File: src/rtl/fnd_count_ctrl.sv
// fnd_count_ctrl: button-driven run/stop/clear up/down counter for the FND display path.
// Buttons pass through a 2-flop synchronizer, an optional debouncer, and a rising-edge
// detector. A STOP/RUN/CLEAR FSM gates a prescaler that strobes the wrap-around counter.
// Optional feature: define FND_CNT_DEBOUNCE_EN to insert a DB_CYCLES-cycle debouncer.
module fnd_count_ctrl #(
  parameter int unsigned CLK_HZ    = 100_000_000,
  parameter int unsigned TICK_HZ   = 10,
  parameter int unsigned DB_CYCLES = 1_000_000,
  parameter int unsigned COUNT_MAX = 511
) (
  input  logic       clk,
  input  logic       reset,
  input  logic       btn_run,
  input  logic       btn_clear,
  input  logic       btn_mode,
  output logic [8:0] counter,
  output logic       o_run,
  output logic       o_dir
);

  localparam int unsigned DIV = CLK_HZ / TICK_HZ;
  localparam int unsigned PW  = (DIV > 1) ? $clog2(DIV) : 1;
  localparam logic [PW-1:0] PRE_LAST = PW'(DIV - 1);
  localparam logic [8:0]    CMAX     = 9'(COUNT_MAX);

  // Elaboration-time guard on the parameter ranges the design relies on.
  if (DIV < 2 || COUNT_MAX < 1 || COUNT_MAX > 511 || DB_CYCLES < 1) begin : g_param_check
    $error("fnd_count_ctrl: illegal parameter combination");
  end

  typedef enum logic [1:0] {
    ST_STOP,
    ST_RUN,
    ST_CLEAR
  } state_t;

  state_t state, state_nxt;

  // Bit 0 = run, bit 1 = clear, bit 2 = mode.
  logic [2:0] btn_raw;
  logic [2:0] sync1, sync2;
  logic [2:0] level, level_q, pulse;
  logic       p_run, p_clear, p_mode;

  logic [PW-1:0] presc, presc_nxt;
  logic          tick;
  logic [8:0]    count_nxt;

  assign btn_raw = {btn_mode, btn_clear, btn_run};

  // Two-flop synchronizer for the asynchronous buttons.
  always_ff @(posedge clk or negedge reset) begin
    if (!reset) begin
      sync1 <= '0;
      sync2 <= '0;
    end else begin
      sync1 <= btn_raw;
      sync2 <= sync1;
    end
  end

`ifdef FND_CNT_DEBOUNCE_EN
  localparam int unsigned DBW = (DB_CYCLES > 1) ? $clog2(DB_CYCLES) : 1;
  localparam logic [DBW-1:0] DB_LAST = DBW'(DB_CYCLES - 1);

  logic [DBW-1:0] db_cnt [3];
  logic [2:0]     db_level;

  // Accept a new level only after DB_CYCLES consecutive samples disagree with the current one.
  always_ff @(posedge clk or negedge reset) begin
    if (!reset) begin
      db_level <= '0;
      for (int unsigned i = 0; i < 3; i++) db_cnt[i] <= '0;
    end else begin
      for (int unsigned i = 0; i < 3; i++) begin
        if (sync2[i] == db_level[i]) begin
          db_cnt[i] <= '0;
        end else if (db_cnt[i] == DB_LAST) begin
          db_level[i] <= sync2[i];
          db_cnt[i]   <= '0;
        end else begin
          db_cnt[i] <= db_cnt[i] + 1'b1;
        end
      end
    end
  end

  assign level = db_level;
`else
  assign level = sync2;
`endif

  // Registered rising-edge detect; a held button after reset still yields one pulse.
  always_ff @(posedge clk or negedge reset) begin
    if (!reset) begin
      level_q <= '0;
      pulse   <= '0;
    end else begin
      level_q <= level;
      pulse   <= level & ~level_q;
    end
  end

  assign p_run   = pulse[0];
  assign p_clear = pulse[1];
  assign p_mode  = pulse[2];

  // State register.
  always_ff @(posedge clk or negedge reset) begin
    if (!reset) state <= ST_STOP;
    else        state <= state_nxt;
  end

  // Next-state logic: clear beats run in STOP, clear ignored in RUN, CLEAR lasts one cycle.
  always_comb begin
    state_nxt = state;
    unique case (state)
      ST_STOP: begin
        if (p_clear)    state_nxt = ST_CLEAR;
        else if (p_run) state_nxt = ST_RUN;
      end
      ST_RUN: begin
        if (p_run) state_nxt = ST_STOP;
      end
      ST_CLEAR: state_nxt = ST_STOP;
      default:  state_nxt = ST_STOP;
    endcase
  end

  assign o_run = (state == ST_RUN);
  assign tick  = (state == ST_RUN) && (presc == PRE_LAST);

  // Prescaler and counter next values; the prescaler holds in STOP so a resumed run finishes its period.
  always_comb begin
    presc_nxt = presc;
    count_nxt = counter;
    if (state == ST_CLEAR) begin
      presc_nxt = '0;
      count_nxt = '0;
    end else if (state == ST_RUN) begin
      presc_nxt = (presc == PRE_LAST) ? '0 : presc + 1'b1;
      if (tick) begin
        if (o_dir) count_nxt = (counter == '0) ? CMAX : counter - 9'd1;
        else       count_nxt = (counter == CMAX) ? '0 : counter + 9'd1;
      end
    end
  end

  // Datapath registers; direction toggles on the mode pulse regardless of state.
  always_ff @(posedge clk or negedge reset) begin
    if (!reset) begin
      presc   <= '0;
      counter <= '0;
      o_dir   <= 1'b0;
    end else begin
      presc   <= presc_nxt;
      counter <= count_nxt;
      if (p_mode) o_dir <= ~o_dir;
    end
  end

endmodule
File: config.mk
export PLATFORM = sky130hd
export DESIGN_NAME = fnd_count_ctrl
export DESIGN_NICKNAME = d
export VERILOG_FILES = /design/src/rtl/fnd_count_ctrl.sv
export SDC_FILE = /design/constraint.sdc
export NUM_CORES = 1
export LEC_CHECK = 0
export CAP_MARGIN = 20
export CORE_MARGIN = 8
export CORE_UTILIZATION = 40
export DETAILED_ROUTE_END_ITERATION = 8
export GPL_TIMING_DRIVEN = 0
export PLACE_DENSITY = 0.57
export SLEW_MARGIN = 20
export SYNTH_ARGS = -nofsm -noshare
export SYNTH_HDL_FRONTEND = slang
export SYNTH_SLANG_ARGS = --single-unit
File: constraint.sdc
create_clock -name clk -period 2.1 [get_ports clk]
set_input_delay 0.315 -clock clk [delete_from_list [all_inputs] [get_ports clk]]
set_output_delay 0.315 -clock clk [all_outputs]
set_load 0.03 [all_outputs]
==> run summary, run 1 <==
GPL Wtd Cong -> 0.795
Mapped cell area -> 2580 µm²
GRT overflow -> 0
Max-slew violation count -> 0
Post-route ant nets -> 0
WP data required -> 2.29 ns
CTS H-tree depth -> 2
Maximum fanout along the worst path -> 5
DRC viols -> 0
Reg power frac -> 42.5%
Die area -> 9290 µm²
Clk buf depth -> 2
Port bufs -> 15
Clock power share -> 27.3%
Final core occ -> 48.3%
Switching pwr -> 909 µW
Critical path class -> reg2reg
Share of cells above drive strength 1 -> 14.0%
Setup-failing EPs final -> 0
HP Class -> in2async
Synthesis-stage register bit count -> 48
Initial core utilization -> 40.9%
Routed length on met1 -> 2.55 mm
Peak Freq -> 496 MHz
Mean Syn Cell Area -> 10.1 µm²
Number of distinct library cells after synthesis -> 54
Die H -> 96.4 µm
Status -> finished clean
Cell Rows -> 29
Pin count of the biggest net entering global routing -> 49
Arrival time worst endpoint -> 2.20 ns
Asr flop ratio synth -> 100%
Global-route wire length before repair -> 9.01 mm
Sw Share -> 35.7%
Total core area -> 6310 µm²
Nets@finish -> 297
Post-synth EDFFs -> 0
Initial antenna violation count -> 0
DR vias -> 1,939
Ys Warns -> 0
DRT iter0 DRCs -> 68
CTS clk-pin slew, worst paths -> 0.10 ns
Number of clock sinks -> 48
Combinational share of power -> 30.3%
Peak supply drop -> 613 µV
Leak Pwr -> 0.00136 µW
WL per Instance -> 14.5 µm
Normalized max-slew margin -> 57.7%
Vias in the first global route -> 1,879
Maximum capacitance violations -> 0
Vias per cell -> 5.34
Worst-Skew Late Latency -> 0.30 ns
TritonCTS buffer count -> 5
# diodes -> 0
Root Buffer -> clkbuf_8
Top Layer Used -> met4
Post-Synthesis Cells -> 256
Pwr per Cell Area -> 835 nW/µm²
Fin Clk Skew -> 0.00621 ns
CP Launch Type -> register
DR WL met3 -> 180 µm
Post-synth top flop -> dfrtp_1
Total Routed Length -> 5.25 mm
Dpl hpwl -> 3.55 mm
CTS tree -> yes
Setup crit end kind -> register
Worst-Margin Slew -> 0.630 ns
Finished Cell Area -> 3050 µm²
Fin. Hold Viols -> 0
Final period util -> 95.9%
Post-synthesis sequential area ratio -> 46.5%
First-pass iteration count of the detailed router -> 4
Met2 Wirelength -> 2.48 mm
Die X -> 96.4 µm
Syn Nets -> 268
Io pins -> 16
GRT Overall Usage -> 12.3%
Internal power -> 1630 µW
Period minus WS final -> 2.01 ns
Post-DP Area -> 2830 µm²
Area delta synth->final -> 17.9%
## worst paths after layout
path | from | endpoint | cells after the start | slack (ns)
max in group asynchronous | reset | presc[7] | 1 | 1.63
worst min-delay path | reset | counter[3] | 1 | 0.03
worst max-delay path | counter[1] | counter[4] | 9 | 0.09
min in group clk | sync1[1] | level[1] | 0 | 0.35
worst max register to register | counter[1] | counter[4] | 9 | 0.09
worst min register to register | sync1[1] | level[1] | 0 | 0.35
## critical path, stage by stage (launching register included)
cell       delay [ns]
dfrtp_2          0.41
ha_1             0.20
and2_1           0.18
nand2_1          0.07
nor2_1           0.14
ha_2             0.25
inv_1            0.11
and3_1           0.19
a222oi_1         0.27
o2bb2ai_1        0.10
## cells in the mapped netlist (2+ instances only)
cell type  instances  area (µm²)
a21boi_0           2        15.0
a21o_1             3        22.5
a21oi_1            4        20.0
a22o_1             2        17.5
a22oi_1            2        15.0
a31oi_1            3        18.8
and2_1             3        18.8
and3_1             5        31.3
and4_1             4        35.0
buf_1              3        11.3
buf_4              2        15.0
clkbuf_1           5        18.8
dfrtp_1           48        1200
ha_1               7        87.6
inv_1             10        37.5
mux2i_1            2        20.0
nand2_1           16        60.1
nand2b_1           5        31.3
nand3_1           14        70.1
nand4_1            8        50.1
nor2_1            29         109
nor2b_1            3        18.8
nor3_1             7        35.0
nor3_2             2        20.0
o21ai_0           10        50.1
o2bb2ai_1          7        61.3
or3_1              2        12.5
xnor2_1            4        35.0
xor2_1            19         166
## repair_timing
item                                    CTS  global route
hold buffers                              0             0
pin swaps                                 1             2
endpoints found under the hold margin     0             0
setup buffers                             1             7
endpoints found under the setup margin   10            26
gates resized for setup                   5             8
## power by group through the flow
stage / logic (µW) / registers [µW] / clock network, µW
2_1_floorplan: 517 / 1110 / 0
3_3_place_gp: 728 / 1100 / 0
3_5_place_dp: 739 / 1100 / 0
4_1_cts: 745 / 1080 / 722
5_1_grt: 879 / 1090 / 754
6_report: 770 / 1080 / 693
## state kept, by name, summed over array words and instances, names as in the netlist
register	cells
state	2
pulse	3
presc	24
sync1	3
level_q	3
counter	9
o_dir	1
level	3
## cell usage in the layout (no fill, tap or decap), types with 3 or more instances in the layout
cell type,synthesis,layout
clkbuf_8,0,5
dfrtp_2,0,3
nor2b_1,3,3
clkbuf_1,5,3
clkdlybuf4s50_1,0,13
nor3_1,7,7
a21oi_1,4,4
ha_1,7,5
a21o_1,3,3
nand4_1,8,8
and2_1,3,3
o2bb2ai_1,7,7
buf_1,3,3
nand3_1,14,13
inv_1,10,10
o21ai_0,10,10
buf_4,2,11
and3_1,5,5
dfrtp_1,48,45
xnor2_1,4,4
nor2_1,29,29
and4_1,4,4
xor2_1,19,19
nand2b_1,5,5
nand2_1,16,16
## metrics by stage
stage               instances  power (µW)  setup slack, ns  setup TNS, ns  hold slack [ns]
finish                    363        2540           0.0856              0           0.0311
global route              363        2730          -0.0328        -0.0328           0.0727
CTS                       357        2550         -0.00576       -0.00576           0.0531
detailed placement        348        1840           -0.314          -1.73            0.335
global placement          348        1830           -0.767         -38.24            0.333
floorplan                 256        1620           0.0523              0           0.0194
## area by class of cell
cell class	count	area (µm²)
multi-input combinational	187	1330
inverter	10	37.5
sequential	48	1200
fill	601	3270
clock buffer	5	68.8
buffer	10	53.8
tap	77	96.3
clock inverter	3	46.3
timing repair buffer	23	206
## routing by layer
metal,global-route usage (%),vias up
met1,16.3,940
met3,3.01,2
met4,3.40,0
met2,19.7,22
li1,-,975
met5,0,-
## kinds of logic (layout without fill, tap and decap cells)
logic type,count (synthesis),in the layout,share of synthesized area (%)
flops,48,48,46.5
buf+inv,21,51,3.63
mux,3,3,1.21
fa+ha+maj,7,7,3.39
simple gates,106,106,22.7
xor+xnor,23,23,7.79
compound gates,48,48,14.9
Power figures use the tool's default switching activity.
==> run 2: changes to the inputs <==
Settings changed: PLACE_DENSITY 0.57 to not set, PLACE_DENSITY_LB_ADDON set to 0.25.
==> run summary, run 2 (synthesized netlist as in run 1, its figures left out) <==
# diodes -> 0 (unchanged)
GR Util met3 -> 2.55% (-0.46 points)
Peak supply drop -> 556 µV (-9.3%)
Total Routed Length -> 5.08 mm (-3.2%)
Status -> finished clean
Leak Pwr -> 0.00133 µW (-2.3%)
Largest stage delay on the critical path -> 0.43 ns (+0.02 ns)
Bufs and invs on worst path -> 0 (-1)
Peak Freq -> 499 MHz (+0.60%)
Vias per cell -> 5.47 (+2.5%)
Reg-to-reg slack, setup -> 0.1 ns (about the same)
Largest registers -> presc: 24 flops, counter: 9 flops
Fin. Hold Viols -> 0 (unchanged)
CP Launch Type -> register
Met1 Use GR -> 15.8% (-0.49 points)
Final WS setup -> 0.0977 ns (+0.0120 ns)
WP data required -> 2.30 ns (about the same)
Top Family by Delay on Critical Path -> simple AND/OR/NAND/NOR gates
Worst-case reg-to-reg path depth -> 6 (-3)
Pin count of the biggest net entering global routing -> 49 (unchanged)
TritonCTS buffer count -> 5 (unchanged)
First-pass iteration count of the detailed router -> 5 (+1)
Clk buf depth -> 2 (unchanged)
Normalized max-slew margin -> 59.4% (+1.7 points)
Pwr per Cell Area -> 832 nW/µm² (-0.38%)
Number of fill cells in the layout -> 582 (-3.2%)
RR Startpoint -> presc[0]
Root Buffer -> clkbuf_8
Die area -> 9290 µm² (unchanged)
CTS clk-pin slew, worst paths -> 0.10 ns (about the same)
Global-route wire length before repair -> 8.62 mm (-4.4%)
Total Power -> 2510 µW (-1.2%)
Final period util -> 95.3% (-0.57 points)
TNS Setup -> 0 ns (unchanged)
DR vias -> 1,960 (+1.1%)
Most frequent cells in the layout -> dfrtp_1 (45), nor2_1 (29), xor2_1 (19)
Share of cells above drive strength 1 -> 13.5% (-0.46 points)
Largest register FFs -> 24 (unchanged)
Total core area -> 6310 µm² (unchanged)
Vias in the first global route -> 1,826 (-2.8%)
Placed cells -> 348 (unchanged)
Dpl hpwl -> 3.42 mm (-3.5%)
Die X -> 96.4 µm (unchanged)
Period minus WS final -> 2.00 ns (-0.0120 ns)
GPL Wtd Cong -> 0.817 (+2.8%)
Maximum capacitance violations -> 0 (unchanged)
Cell Rows -> 29 (unchanged)
Area delta synth->final -> 16.9%
Crit Reg-Reg Endpoint -> counter[7]
DRC viols -> 0 (unchanged)
GRT busiest layer -> met2
Worst-Skew Late Latency -> 0.30 ns (about the same)
Dpl ws -> -0.266 ns (+0.0484 ns)
Critical path class -> reg2reg
DRT iter0 DRCs -> 85 (+25%)
WL per Instance -> 14.2 µm (-1.9%)
Most common cell after layout, fill and taps aside -> dfrtp_1
Arrival time worst endpoint -> 2.20 ns (about the same)
Initial antenna violation count -> 0 (unchanged)
Slowest CP cell -> dfrtp_1
Reg with most FFs -> presc
Worst-Margin Slew -> 0.609 ns (-0.0211 ns)
Setup-failing EPs final -> 0 (unchanged)
Nets@finish -> 292 (-1.7%)
Die H -> 96.4 µm (unchanged)
Post-route ant nets -> 0 (unchanged)
Port bufs -> 15 (unchanged)
CP Cell Sequence -> ha_1, nand3_2, nor4_4, and3_4, a31oi_4, a21o_1
GRT overflow -> 0 (unchanged)
Initial core utilization -> 40.9% (unchanged)
Fin Clk Skew -> 0.0115 ns (+0.00527 ns)
Maximum fanout along the worst path -> 9 (+4)
Setup crit end kind -> register
Grt met2 use -> 18.3% (-1.4 points)
CTS tree -> yes
HP Class -> in2async
Max-slew violation count -> 0 (unchanged)
CTS H-tree depth -> 2 (unchanged)
GRT Overall Usage -> 11.5% (-0.78 points)
Hold_ws -> 0.0119 ns (-0.0191 ns)
CP Launch Point -> presc[0]
Number of clock sinks -> 48 (unchanged)
Final Instance Count excl. Fillers -> 358 (-1.4%)
Io pins -> 16 (unchanged)
run 2: worst max path at each step:
| stage | end | depth (start not counted) | slack [ns] |
|---|---|---|---|
| 2_1_floorplan | counter[4] | 9 | 0.05 |
| 3_3_place_gp | level[0] | 1 | -0.75 |
| 3_5_place_dp | counter[5] | 6 | -0.27 |
| 4_1_cts | presc[10] | 6 | -0.004 |
| 5_1_grt | counter[7] | 6 | -0.02 |
| 6_report | counter[7] | 6 | 0.1 |
run 2: area by class of cell:
class	instances	area, µm²	share of cell area, %
Multi-Input combinational cell	187	1340	44.3
Sequential cell	48	1200	39.9
Timing Repair Buffer	19	176	5.84
Tap cell	77	96.3	3.19
Clock buffer	5	68.8	2.28
Buffer	9	52.6	1.74
Clock inverter	3	46.3	1.53
Inverter	10	37.5	1.24
run 2: power by group:
| part | switching, µW | internal, µW | total (µW) |
|---|---|---|---|
| Sequential | 81.3 | 1010 | 1090 |
| Clock | 326 | 359 | 685 |
| Combinational | 485 | 254 | 739 |
run 2: timing repair:
item / 4_1_cts / 5_1_grt
setup buffers: 1 / 3
hold buffers: 0 / 0
pin swaps: 1 / 4
cloned: 0 / 0
endpoints found under the setup margin: 10 / 25
gates resized for setup: 3 / 15
endpoints found under the hold margin: 0 / 0
run 2: per-stage QoR:
stage | utilization, % | cell area, µm²
after floorplan | - | 2580
after global placement | 44.8 | 2830
after detailed placement | 44.8 | 2830
after CTS | 46.8 | 2960
after global routing | 47.9 | 3020
final | 47.9 | 3020
run 2: routing by layer:
layer | routed length, µm | up-vias
met4 | 36 | 0
met5 | 0 | -
met3 | 184 | 5
met2 | 2380 | 25
met1 | 2480 | 967
li1 | - | 963
==> run 3: changes to the inputs <==
Settings changed: CAP_MARGIN 20 to not set.
==> results of run 3 <==
The final DEF is identical to that of run 2; final timing and power are the same.
